`src/rtl/parking_occupancy_controller.sv`:
```
// Parking lot occupancy counter with per-gate CLOSED/OPEN/HOLD barrier control.
// Optional forced close of a gate left open too long: define GATE_TIMEOUT_EN.
module parking_occupancy_controller #(
  parameter int unsigned CAPACITY     = 8,
  parameter int unsigned CNT_W        = 4,
  parameter int unsigned CLOSE_DELAY  = 3,
  parameter int unsigned GATE_TIMEOUT = 50
) (
  input  logic             i_clk,
  input  logic             i_reset_n,
  input  logic             i_entry_sensor,
  input  logic             i_exit_sensor,
  input  logic             i_entry_passed,
  input  logic             i_exit_passed,
  input  logic             i_clear_err,
  output logic             o_entry_gate_open,
  output logic             o_exit_gate_open,
  output logic [CNT_W-1:0] o_occupancy,
  output logic [CNT_W-1:0] o_spaces_free,
  output logic             o_lot_full,
  output logic             o_lot_empty,
  output logic             o_err_overflow,
  output logic             o_err_underflow,
  output logic             o_err_timeout
);

  typedef enum logic [1:0] {
    StClosed = 2'd0,
    StOpen   = 2'd1,
    StHold   = 2'd2
  } gate_state_e;

  localparam int unsigned HoldW = (CLOSE_DELAY > 1) ? $clog2(CLOSE_DELAY) : 1;
  localparam logic [HoldW-1:0] HoldLoad = HoldW'(CLOSE_DELAY - 1);
  localparam logic [CNT_W-1:0] CapW = CNT_W'(CAPACITY);

  // Gate index 0 is the entry barrier, index 1 the exit barrier.
  logic [1:0] w_sensor;
  logic [1:0] w_passed;
  logic [1:0] w_allow;
  logic [1:0] w_timeout;

  gate_state_e      r_state         [2];
  gate_state_e      w_state_next    [2];
  logic [HoldW-1:0] r_hold_cnt      [2];
  logic [HoldW-1:0] w_hold_cnt_next [2];

  logic [CNT_W-1:0] r_occupancy;
  logic [CNT_W-1:0] w_occupancy_next;
  logic             w_lot_full;
  logic             w_lot_empty;
  logic             w_set_overflow;
  logic             w_set_underflow;
  logic             r_err_overflow;
  logic             r_err_underflow;

`ifdef GATE_TIMEOUT_EN
  localparam int unsigned ToW = (GATE_TIMEOUT > 1) ? $clog2(GATE_TIMEOUT) : 1;
  localparam logic [ToW-1:0] ToLast = ToW'(GATE_TIMEOUT - 1);

  logic [ToW-1:0] r_to_cnt      [2];
  logic [ToW-1:0] w_to_cnt_next [2];
  logic           r_err_timeout;
`endif

  assign w_lot_full  = (r_occupancy == CapW);
  assign w_lot_empty = (r_occupancy == '0);

  assign w_sensor = {i_exit_sensor, i_entry_sensor};
  assign w_passed = {i_exit_passed, i_entry_passed};
  // The exit barrier is never blocked; entry waits for a free space.
  assign w_allow  = {1'b1, ~w_lot_full};

  always_comb begin
    w_timeout = '0;
    for (int g = 0; g < 2; g++) begin
      w_state_next[g]    = r_state[g];
      w_hold_cnt_next[g] = r_hold_cnt[g];
`ifdef GATE_TIMEOUT_EN
      w_to_cnt_next[g]   = r_to_cnt[g];
`endif
      unique case (r_state[g])
        StClosed: begin
          if (w_sensor[g] && w_allow[g]) begin
            w_state_next[g]  = StOpen;
`ifdef GATE_TIMEOUT_EN
            w_to_cnt_next[g] = '0;
`endif
          end
        end
        StOpen: begin
          if (w_passed[g]) begin
            w_state_next[g]    = StHold;
            w_hold_cnt_next[g] = HoldLoad;
          end
`ifdef GATE_TIMEOUT_EN
          else if (r_to_cnt[g] == ToLast) begin
            w_state_next[g] = StClosed;
            w_timeout[g]    = 1'b1;
          end else begin
            w_to_cnt_next[g] = r_to_cnt[g] + 1'b1;
          end
`endif
        end
        StHold: begin
          if (r_hold_cnt[g] == '0) begin
            w_state_next[g] = StClosed;
          end else begin
            w_hold_cnt_next[g] = r_hold_cnt[g] - 1'b1;
          end
        end
        default: w_state_next[g] = StClosed;
      endcase
    end
  end

  always_ff @(posedge i_clk) begin
    for (int g = 0; g < 2; g++) begin
      if (!i_reset_n) begin
        r_state[g]    <= StClosed;
        r_hold_cnt[g] <= '0;
      end else begin
        r_state[g]    <= w_state_next[g];
        r_hold_cnt[g] <= w_hold_cnt_next[g];
      end
    end
  end

`ifdef GATE_TIMEOUT_EN
  always_ff @(posedge i_clk) begin
    for (int g = 0; g < 2; g++) begin
      if (!i_reset_n) begin
        r_to_cnt[g] <= '0;
      end else begin
        r_to_cnt[g] <= w_to_cnt_next[g];
      end
    end
  end
`endif

  // Simultaneous entry and exit cancel out and never flag an error.
  always_comb begin
    w_occupancy_next = r_occupancy;
    w_set_overflow   = 1'b0;
    w_set_underflow  = 1'b0;
    if (i_entry_passed && !i_exit_passed) begin
      if (w_lot_full) begin
        w_set_overflow = 1'b1;
      end else begin
        w_occupancy_next = r_occupancy + 1'b1;
      end
    end else if (i_exit_passed && !i_entry_passed) begin
      if (w_lot_empty) begin
        w_set_underflow = 1'b1;
      end else begin
        w_occupancy_next = r_occupancy - 1'b1;
      end
    end
  end

  always_ff @(posedge i_clk) begin
    if (!i_reset_n) begin
      r_occupancy     <= '0;
      r_err_overflow  <= 1'b0;
      r_err_underflow <= 1'b0;
    end else begin
      r_occupancy     <= w_occupancy_next;
      r_err_overflow  <= (r_err_overflow & ~i_clear_err) | w_set_overflow;
      r_err_underflow <= (r_err_underflow & ~i_clear_err) | w_set_underflow;
    end
  end

`ifdef GATE_TIMEOUT_EN
  always_ff @(posedge i_clk) begin
    if (!i_reset_n) begin
      r_err_timeout <= 1'b0;
    end else begin
      r_err_timeout <= (r_err_timeout & ~i_clear_err) | (|w_timeout);
    end
  end

  assign o_err_timeout = r_err_timeout;
`else
  assign o_err_timeout = 1'b0;
`endif

  assign o_entry_gate_open = (r_state[0] != StClosed);
  assign o_exit_gate_open  = (r_state[1] != StClosed);
  assign o_occupancy       = r_occupancy;
  assign o_spaces_free     = CapW - r_occupancy;
  assign o_lot_full        = w_lot_full;
  assign o_lot_empty       = w_lot_empty;
  assign o_err_overflow    = r_err_overflow;
  assign o_err_underflow   = r_err_underflow;

endmodule

```
`config.mk`:
```
export PLATFORM = sky130hd
export DESIGN_NAME = parking_occupancy_controller
export DESIGN_NICKNAME = d
export VERILOG_FILES = /design/src/rtl/parking_occupancy_controller.sv
export SDC_FILE = /design/constraint.sdc
export NUM_CORES = 1
export LEC_CHECK = 0
export CAP_MARGIN = 40
export CORE_MARGIN = 2
export CORE_UTILIZATION = 43
export DETAILED_ROUTE_END_ITERATION = 8
export GPL_TIMING_DRIVEN = 0
export HOLD_SLACK_MARGIN = 0.12
export PLACE_DENSITY = 0.74
export SLEW_MARGIN = 10
export SYNTH_ARGS = -nofsm -noshare
export SYNTH_HDL_FRONTEND = slang
export SYNTH_SLANG_ARGS = --single-unit
```
`constraint.sdc`:
```
create_clock -name i_clk -period 1.8 [get_ports i_clk]
set_clock_uncertainty 0.1 [all_clocks]
set_input_delay 0.45 -clock i_clk [delete_from_list [all_inputs] [get_ports i_clk]]
set_output_delay 0.45 -clock i_clk [all_outputs]
set_load 0.02 [all_outputs]
```
==> results.py, run 1 <==
metrics = {
    "run_status": {
        "outcome": "finished, violations left",
        "failed_checks": "negative setup slack",
    },
    "worst_setup_path": {
        "arr_time_crit_path_ns": 1.31,
        "worstSetupEndpointType": "primary output",
        "worst-endpoint-required_ns": 1.25,
        "timing_worst_setup_path_type": "reg2out",
        "startpoint_kind_of_the_worst_setup_timing_path": "flop",
        "crit_fanout": 5,
    },
    "grt": {
        "gr_layer_usage_met2_pct": 26.4,
        "groute.usage.overall_pct": 16.6,
        "grt_use_met1_pct": 21.1,
        "grt_start_max_net_pins": 11,
        "initial_antenna_violation_count": 0,
        "grt_remaining_overflow": 0,
        "globalRouteMet3Util_pct": 3.37,
        "global_route.peak_usage_layer": "met2",
        "grt_pass1_wl_mm": 3.13,
        "vias_in_the_first_global_route": 743,
    },
    "floorplan": {
        "top_level_ports": 22,
        "design.core.area_um2": 1940,
        "fp.dieW_um": 49.4,
        "initial_utilization_pct": 45.6,
        "full_die_area_um2": 2440,
        "die_h_um": 49.4,
        "std_cell_rows": 16,
    },
    "clock_network": {
        "number_of_clock_buffers_inserted_by_tritoncts": 3,
        "clk_transition_reported_paths_ns": 0.10,
        "clock_tree.htree_level_count": 1,
        "cts.path.max_buffers": 2,
        "cts_hold_buffers": 0,
        "cts-root-buf": "sky130_fd_sc_hd__clkbuf_4",
        "clock_latency_ns": 0.28,
        "cts_tree": "built",
        "clock_sink_count": 14,
    },
    "final_layout": {
        "antennaDiodeCount": 0,
        "nets": 147,
        "area.growth.synth_to_final_pct": 44.8,
        "layout.cells.most_common": "sky130_fd_sc_hd__buf_4",
        "fillers": 173,
        "fin_area_um2": 1280,
        "core_util_final_pct": 66.0,
        "proportion_of_layout_cells_with_a_drive_suffix_above_1_pct": 34.4,
        "mostFrequentLayoutCells": "sky130_fd_sc_hd__buf_4, sky130_fd_sc_hd__dfxtp_1, sky130_fd_sc_hd__inv_1, sky130_fd_sc_hd__dlygate4sd2_1",
    },
    "synth": {
        "syn_nets": 114,
        "synth_ff_type": "sky130_fd_sc_hd__dfxtp_1",
        "netlist_area_um2": 885,
        "avgSynthCellArea_um2": 8.94,
        "synth_seq_cells": 14,
        "ys_types": 34,
        "seq_area_frac_synth_pct": 31.7,
        "synthesis.instances": 99,
        "ys_async_sr_fraction_pct": 0,
        "number_of_flops_mapped_to_enable_cells_by_yosys": 0,
        "yosysWarnings": 0,
    },
    "timing": {
        "final-max-slew-violation-count": 0,
        "unrepaired_setup_endpoints_after_global_routing": "true",
        "timing_hold_violations_final": 0,
        "fmaxAchievable_ghz": 0.539,
        "fin_worst_hold_slack_ns": 0.346,
        "fin_tns_setup_ns": -0.0885,
        "final_min_period_over_clock_period_pct": 103,
        "timing.final.ws_setup_ns": -0.0560,
        "setup-violations-final": 2,
        "fin_crit_ns": 1.86,
    },
    "drt": {
        "routedWlPerCell_um": 12.3,
        "remaining_drc_errors": 0,
        "drt_iter0_markers": 5,
        "via_per_inst": 4.94,
        "residual_antenna_violating_net_count_after_detailed_routing": 0,
        "drt_first_pass_iters": 4,
        "dr_total_vias": 780,
        "totalWireLength_mm": 1.94,
    },
    "worst_hold_path": {
        "min_path_type": "reg2reg",
    },
    "pwr": {
        "power.density_cell_area_nw_per_um2": 1520,
        "ir_worst_vdd_uv": 1410,
        "power_leakage_nw": 0.569,
    },
    "job": {
        "cap_violations": 0,
    },
    "placed_design": {
        "post-dp-hpwl_mm": 1.31,
        "place_area_um2": 1150,
        "finalWeightedCongestion": 0.718,
        "port-buffer-count": 20,
        "preCtsSetupSlack_ns": -0.642,
    },
}
==> path summary, 6_finish.rpt <==
kind	cells after the start	slack, ns	start	to
worst min-delay path	1	0.35	r_state[0][1]$_SDFFE_PN0P_	r_state[0][0]$_SDFFE_PN0P_
worst min register to register	1	0.35	r_state[0][1]$_SDFFE_PN0P_	r_state[0][0]$_SDFFE_PN0P_
worst max register to register	7	0.23	o_occupancy[1]$_SDFFE_PN0P_	o_occupancy[1]$_SDFFE_PN0P_
worst max-delay path	5	-0.06	o_occupancy[0]$_SDFFE_PN0P_	o_lot_empty
==> what timing repair did <==
action	CTS	global route
setup endpoints to repair	17	7
hold endpoints to repair	0	0
buffers inserted	6	2
pin swaps	3	2
resized for setup	55	10
==> cells in the mapped netlist, types with 2 or more instances <==
library cell | instances | share of area, %
sky130_fd_sc_hd__a21oi_1 | 5 | 2.8
sky130_fd_sc_hd__and2_1 | 3 | 2.1
sky130_fd_sc_hd__buf_4 | 2 | 1.7
sky130_fd_sc_hd__dfxtp_1 | 14 | 32
sky130_fd_sc_hd__ha_1 | 7 | 9.9
sky130_fd_sc_hd__inv_1 | 11 | 4.7
sky130_fd_sc_hd__mux2i_1 | 3 | 3.4
sky130_fd_sc_hd__nand2_1 | 2 | 0.85
sky130_fd_sc_hd__nand3b_1 | 6 | 5.1
sky130_fd_sc_hd__nor2_1 | 4 | 1.7
sky130_fd_sc_hd__nor2b_1 | 8 | 5.7
sky130_fd_sc_hd__nor3b_1 | 2 | 1.7
sky130_fd_sc_hd__o211a_1 | 2 | 2.3
sky130_fd_sc_hd__o211ai_1 | 2 | 1.7
sky130_fd_sc_hd__o21ai_0 | 5 | 2.8
sky130_fd_sc_hd__or2_2 | 2 | 1.4
sky130_fd_sc_hd__xnor2_1 | 4 | 4.0
==> logic make-up (layout without fill, tap and decap cells) <==
logic type / count (synthesis) / after routing / share of synthesized area, %
compound gates: 21 / 21 / 17.1
simple gates: 32 / 32 / 22.2
mux: 3 / 3 / 3.39
xor+xnor: 5 / 5 / 4.95
fa+ha+maj: 8 / 8 / 12.2
other cells: 1 / 1 / 0.424
buf+inv: 15 / 47 / 8.06
flops: 14 / 14 / 31.7
==> stage by stage <==
stage               cells  power (W)
floorplan              99    0.00112
global placement      146    0.00150
detailed placement    146    0.00152
CTS                   156    0.00188
global route          158    0.00207
finish                158    0.00194
==> critical path, cell delays in order, from the launching register on <==
cell and delay (ns):
sky130_fd_sc_hd__dfxtp_4 0.38, sky130_fd_sc_hd__inv_4 0.06, sky130_fd_sc_hd__ha_4 0.13, sky130_fd_sc_hd__nor2b_4 0.16, sky130_fd_sc_hd__nor2b_4 0.17, sky130_fd_sc_hd__buf_6 0.12
==> state kept, by name (all words and copies together), names as in the netlist <==
name and count:
o_err_overflow 1, o_occupancy 4, r_hold_cnt 4, r_state 4, o_err_underflow 1
==> routing by layer <==
metal	vias to the layer above	share of wire (%)
met5	-	0
met4	0	0.72
met3	2	2.7
met2	10	50
met1	363	47
li1	405	-
==> power by group <==
group          leakage, nW  internal, W  switching (W)
Sequential           0.117     0.000382      0.0000900
Combinational        0.431     0.000624       0.000608
Clock               0.0210     0.000123       0.000115
==> cell type report <==
cell class	instances	area, um^2	area share (%)
Tap cell	27	33.8	2.64
Timing Repair Buffer	28	229	17.9
Multi-Input combinational cell	70	617	48.1
Sequential cell	14	292	22.8
Buffer	4	30.0	2.34
Clock buffer	4	36.3	2.83
Inverter	11	43.8	3.42
(Power assumes the default switching activity.)
==> inputs of run 2 (changes only) <==
--- a/constraint.sdc
+++ b/constraint.sdc
@@ -3,3 +3,3 @@
 set_input_delay 0.45 -clock i_clk [delete_from_list [all_inputs] [get_ports i_clk]]
 set_output_delay 0.45 -clock i_clk [all_outputs]
-set_load 0.02 [all_outputs]
+set_load 0.05 [all_outputs]
==> run 2 against run 1 <==
Final cell count increased by 3.8%. Sequential share of layout area decreased by 2.2 points. Largest cell class unchanged. Clock-buffer cell count unchanged. Critical endpoint unchanged. The run still ends with negative setup slack left. Register-to-register slack got worse by 0.02 ns. Clock power decreased by 25%. Core utilization increased by 6.9 points. Sequential power increased by 2%. Via count increased by 4.0%. Highest routed layer unchanged. Wire length increased by 5.2%. Combinational power increased by 62%.
==> results.py, run 2 (same netlist as run 1, synthesis figures left out) <==
metrics = {
    "clock_network": {
        "clock_sink_count": 14,
        "cts-root-buf": "sky130_fd_sc_hd__clkbuf_4",
        "cts.path.max_buffers": 2,
        "cts_tree": "built",
        "clk_transition_reported_paths_ns": 0.08,
        "number_of_clock_buffers_inserted_by_tritoncts": 3,
        "clock_latency_ns": 0.27,
        "clock_tree.htree_level_count": 1,
        "cts_hold_buffers": 0,
    },
    "drt": {
        "routedWlPerCell_um": 12.4,
        "remaining_drc_errors": 0,
        "residual_antenna_violating_net_count_after_detailed_routing": 0,
        "drt_first_pass_iters": 3,
        "drt_iter0_markers": 11,
        "dr_total_vias": 811,
        "totalWireLength_mm": 2.04,
        "via_per_inst": 4.95,
    },
    "grt": {
        "grt_start_max_net_pins": 11,
        "initial_antenna_violation_count": 0,
        "grt_pass1_wl_mm": 3.51,
        "groute.usage.overall_pct": 18.3,
        "vias_in_the_first_global_route": 838,
        "grt_remaining_overflow": 0,
    },
    "worst_hold_path": {
        "min_path_type": "reg2reg",
    },
    "final_layout": {
        "nets": 153,
        "area.growth.synth_to_final_pct": 60.0,
        "layout.cells.most_common": "sky130_fd_sc_hd__buf_4",
        "core_util_final_pct": 72.9,
        "register_area_um2": 292,
        "proportion_of_layout_cells_with_a_drive_suffix_above_1_pct": 40.9,
        "mostFrequentLayoutCells": "sky130_fd_sc_hd__buf_4, sky130_fd_sc_hd__dfxtp_1, sky130_fd_sc_hd__inv_1",
        "antennaDiodeCount": 0,
        "fillers": 145,
        "multi_input_area_um2": 672,
    },
    "worst_setup_path": {
        "startpoint_kind_of_the_worst_setup_timing_path": "flop",
        "worstSetupEndpointType": "primary output",
        "crit_fanout": 3,
        "arr_time_crit_path_ns": 1.32,
        "timing_worst_setup_path_type": "reg2out",
        "worst-endpoint-required_ns": 1.25,
    },
    "floorplan": {
        "full_die_area_um2": 2440,
        "design.core.area_um2": 1940,
        "top_level_ports": 22,
        "std_cell_rows": 16,
        "fp.dieW_um": 49.4,
        "die_h_um": 49.4,
        "initial_utilization_pct": 45.6,
    },
    "timing": {
        "final-max-slew-violation-count": 0,
        "final_min_period_over_clock_period_pct": 104,
        "fin_tns_setup_ns": -0.222,
        "unrepaired_setup_endpoints_after_global_routing": "true",
        "fmaxAchievable_ghz": 0.534,
        "fin_crit_ns": 1.87,
        "timing_hold_violations_final": 0,
        "timing.final.ws_setup_ns": -0.0721,
        "setup-violations-final": 4,
    },
    "pwr": {
        "switching_share_pct": 48.1,
        "internal_power_w": 0.00137,
        "total_switching_power_w": 0.00127,
        "share_clk_of_total_power_pct": 6.8,
        "comb_power_share_pct": 75.1,
        "power_leakage_nw": 0.597,
        "power.density_cell_area_nw_per_um2": 1870,
        "seq_power_share_pct": 18.1,
        "ir_worst_vdd_uv": 1350,
    },
    "placed_design": {
        "post-dp-hpwl_mm": 1.38,
        "finalWeightedCongestion": 0.754,
        "port-buffer-count": 20,
    },
    "run_status": {
        "outcome": "finished, violations left",
        "failed_checks": "negative setup slack",
    },
    "job": {
        "cap_violations": 0,
    },
}
[run 2: routing by layer]
layer	GRT usage (%)	wire length, um	vias up
li1	-	-	412
met1	21.1	864	383
met2	34.2	1090	14
met3	2.15	69	2
met4	6.19	14	0
met5	0	0	-
[run 2: path summary, 6_finish.rpt]
kind	startpoint	depth (start not counted)	slack (ns)	to
min reg2reg	r_state[0][1]$_SDFFE_PN0P_	1	0.39	r_state[0][0]$_SDFFE_PN0P_
max reg2reg	o_occupancy[1]$_SDFFE_PN0P_	8	0.21	r_state[0][0]$_SDFFE_PN0P_
max	o_occupancy[0]$_SDFFE_PN0P_	5	-0.07	o_lot_empty
min	r_state[0][1]$_SDFFE_PN0P_	1	0.39	r_state[0][0]$_SDFFE_PN0P_
[run 2: what timing repair did]
action                                  in CTS  in global routing
endpoints found under the setup margin      18                  8
pin swaps                                    4                  5
gates resized for setup                     77                 13
setup buffers                                8                  6
[run 2: power by group through the flow]
| stage | Clock [W] | Combinational (W) | Sequential (W) |
|---|---|---|---|
| 2_1_floorplan | 0 | 0.00100 | 0.000603 |
| 6_report | 0.000179 | 0.00199 | 0.000481 |
| 3_3_place_gp | 0 | 0.00150 | 0.000469 |
| 4_1_cts | 0.000187 | 0.00174 | 0.000498 |
| 3_5_place_dp | 0 | 0.00153 | 0.000472 |
| 5_1_grt | 0.000202 | 0.00211 | 0.000491 |
[run 2: area by class of cell]
class                   count  area share (%)
plain buffers               4            2.12
clock buffers               4            1.86
inverters                  11            3.54
multi-input cells          70            47.5
flip-flops and latches     14            20.6
well taps                  27            2.39
repair buffers             34            22.0
[run 2: through the flow]
step	instances	cell area, um^2	power [W]	hold slack (ns)	setup WS [ns]
2_1_floorplan	99	945	0.00161	0.327	-0.0705
3_3_place_gp	146	1180	0.00197	0.354	-0.692
3_5_place_dp	146	1180	0.00200	0.365	-0.769
4_1_cts	158	1320	0.00243	0.384	-0.124
5_1_grt	164	1420	0.00280	0.424	-0.134
6_report	164	1420	0.00265	0.394	-0.0721
[run 2: critical path: stages, from the launching register on]
cell                      delay, ns
sky130_fd_sc_hd__dfxtp_4       0.37
sky130_fd_sc_hd__inv_4         0.06
sky130_fd_sc_hd__ha_4          0.12
sky130_fd_sc_hd__nor2b_4       0.15
sky130_fd_sc_hd__nor2b_4       0.18
sky130_fd_sc_hd__buf_8         0.16
==> inputs of run 3 (changes only) <==
Settings changed: CORE_UTILIZATION 43 to 49, PLACE_DENSITY 0.74 to 0.8, SETUP_SLACK_MARGIN set to 0.02.
Clock period 1.8 ns to 2.3 ns, I/O delays scaled along.
==> run 3 against run 2 <==
The run now ends clean. Sequential share of layout area grew 1.9 points. Core utilization grew 0.68 points. Combinational power shrank 41%. Worst setup slack gained 0.16 ns. Critical endpoint is now o_occupancy[0].
==> results.py, run 3 (same netlist as run 1, synthesis figures left out) <==
metrics = {
    "run_status": {
        "outcome": "completed",
    },
    "final_layout": {
        "mostFrequentLayoutCells": "sky130_fd_sc_hd__dfxtp_1, sky130_fd_sc_hd__inv_1, sky130_fd_sc_hd__clkdlybuf4s50_1",
        "proportion_of_layout_cells_with_a_drive_suffix_above_1_pct": 27.6,
        "register_area_um2": 283,
        "fillers": 120,
        "nets": 144,
        "multi_input_area_um2": 607,
        "antennaDiodeCount": 0,
        "area.growth.synth_to_final_pct": 42.0,
        "layout.cells.most_common": "sky130_fd_sc_hd__dfxtp_1",
    },
    "floorplan": {
        "fp.dieW_um": 46.5,
        "design.core.area_um2": 1710,
        "full_die_area_um2": 2160,
        "std_cell_rows": 15,
        "initial_utilization_pct": 51.8,
        "top_level_ports": 22,
        "die_h_um": 46.5,
    },
    "placed_design": {
        "post-dp-hpwl_mm": 1.37,
        "preCtsSetupSlack_ns": -0.456,
        "port-buffer-count": 20,
        "finalWeightedCongestion": 0.672,
    },
    "grt": {
        "groute.usage.overall_pct": 19.2,
        "initial_antenna_violation_count": 0,
        "grt_remaining_overflow": 0,
        "vias_in_the_first_global_route": 669,
        "grt_start_max_net_pins": 11,
        "grt_pass1_wl_mm": 2.90,
    },
    "timing": {
        "timing_hold_violations_final": 0,
        "fmaxAchievable_ghz": 0.453,
        "final_min_period_over_clock_period_pct": 96.0,
        "fin_crit_ns": 2.21,
        "final-max-slew-violation-count": 0,
        "timing.final.ws_setup_ns": 0.0921,
        "unrepaired_setup_endpoints_after_global_routing": "false",
        "maxSlewHeadroom_pct": 66.6,
        "max_slew.worst_pin.slew_ns": 0.500,
        "setup-violations-final": 0,
        "fin_worst_hold_slack_ns": 0.393,
    },
    "drt": {
        "remaining_drc_errors": 0,
        "drt_iter0_markers": 9,
        "totalWireLength_mm": 1.91,
        "drt_first_pass_iters": 4,
        "residual_antenna_violating_net_count_after_detailed_routing": 0,
        "dr_total_vias": 795,
        "via_per_inst": 5.23,
        "routedWlPerCell_um": 12.6,
    },
    "clock_network": {
        "number_of_clock_buffers_inserted_by_tritoncts": 3,
        "clock_latency_ns": 0.28,
        "cts_tree": "built",
        "clk_transition_reported_paths_ns": 0.09,
        "clock_tree.htree_level_count": 1,
        "cts-root-buf": "sky130_fd_sc_hd__clkbuf_4",
        "clock_sink_count": 14,
        "cts.path.max_buffers": 2,
    },
    "worst_setup_path": {
        "crit_fanout": 6,
        "worst-endpoint-required_ns": 1.62,
        "critical-path-top-delay-family": "buffers and inverters",
        "critical_path.n_buffers_inverters": 1,
        "worstSetupEndpointType": "primary output",
        "timing_worst_setup_path_type": "reg2out",
        "worstPathCellList": "clkdlybuf4s50_1",
        "crit_path_top_delay_cell": "sky130_fd_sc_hd__clkdlybuf4s50_1",
        "r2r_setup_slack_ns": 0.70,
        "cp_slowest_stage_delay_ns": 0.83,
        "arr_time_crit_path_ns": 1.53,
        "startpoint_kind_of_the_worst_setup_timing_path": "flop",
    },
    "pwr": {
        "power.density_cell_area_nw_per_um2": 1350,
        "power_leakage_nw": 0.543,
        "finalPower_w": 0.00169,
        "ir_worst_vdd_uv": 1030,
    },
    "worst_hold_path": {
        "min_path_type": "reg2reg",
    },
    "job": {
        "cap_violations": 0,
    },
}
-- run 3: changes by cell type in the layout (fill, tap and decap cells not counted), sizes merged --
cell	change
buf	-16
clkbuf	-1
dlygate4sd2	-1
clkdlybuf4s50	+5
dlymetal6s2s	+3
-- run 3: timing repair --
action / 4_1_cts / 5_1_grt
hold buffers: 0 / 0
endpoints found under the setup margin: 9 / 5
pin swaps: 0 / 1
resized for setup: 30 / 12
buffers inserted: 0 / 5
-- run 3: worst paths after layout --
path                               startpoint                     endpoint  cells after the start
hold / removal     r_state[0][1]$_SDFFE_PN0P_   r_state[0][0]$_SDFFE_PN0P_                      1
hold reg to reg    r_state[0][1]$_SDFFE_PN0P_   r_state[0][0]$_SDFFE_PN0P_                      1
setup reg to reg  o_occupancy[2]$_SDFFE_PN0P_  o_occupancy[3]$_SDFFE_PN0P_                      5
setup / recovery  o_occupancy[0]$_SDFFE_PN0P_               o_occupancy[0]                      1
-- run 3: routing by layer --
metal  vias up  wire length (um)  GRT usage, %
met1       379               865          23.8
met3         4                67          2.35
met5         -                 0             0
met2        20               923          32.8
met4         0                53          8.57
li1        392                 -             -
-- run 3: layout make-up --
type,instances,share of cell area [%]
buffer,4,2.39
clock buffer,3,1.79
inverter,11,3.59
multi-input combinational,70,48.3
sequential,14,22.5
tap,25,2.49
timing repair buffer,25,18.9
-- run 3: worst reg2reg max path, delay by kind of cell, from the launching register on --
| kind | cells | cell delay (ns) |
|---|---|---|
| flip-flops | 1 | 0.58 |
| AO/OA/AOI/OAI | 4 | 0.52 |
| adder cells (fa/ha/maj) | 1 | 0.29 |
-- run 3: power by group --
group / total [W] / internal, W / switching [W]
Sequential: 0.000370 / 0.000290 / 0.0000803
Combinational: 0.00118 / 0.000453 / 0.000724
Clock: 0.000144 / 0.0000608 / 0.0000833
-- run 3: through the flow --
step                      cells  util (%)  cell area, um^2  TNS (ns)
after detailed placement    144      66.7             1140     -1.66
after global placement      144      66.7             1140     -1.44
after floorplan              99         -              908         0
after global routing        152      73.6             1260         0
final                       152      73.6             1260         0
after CTS                   147      69.9             1190         0
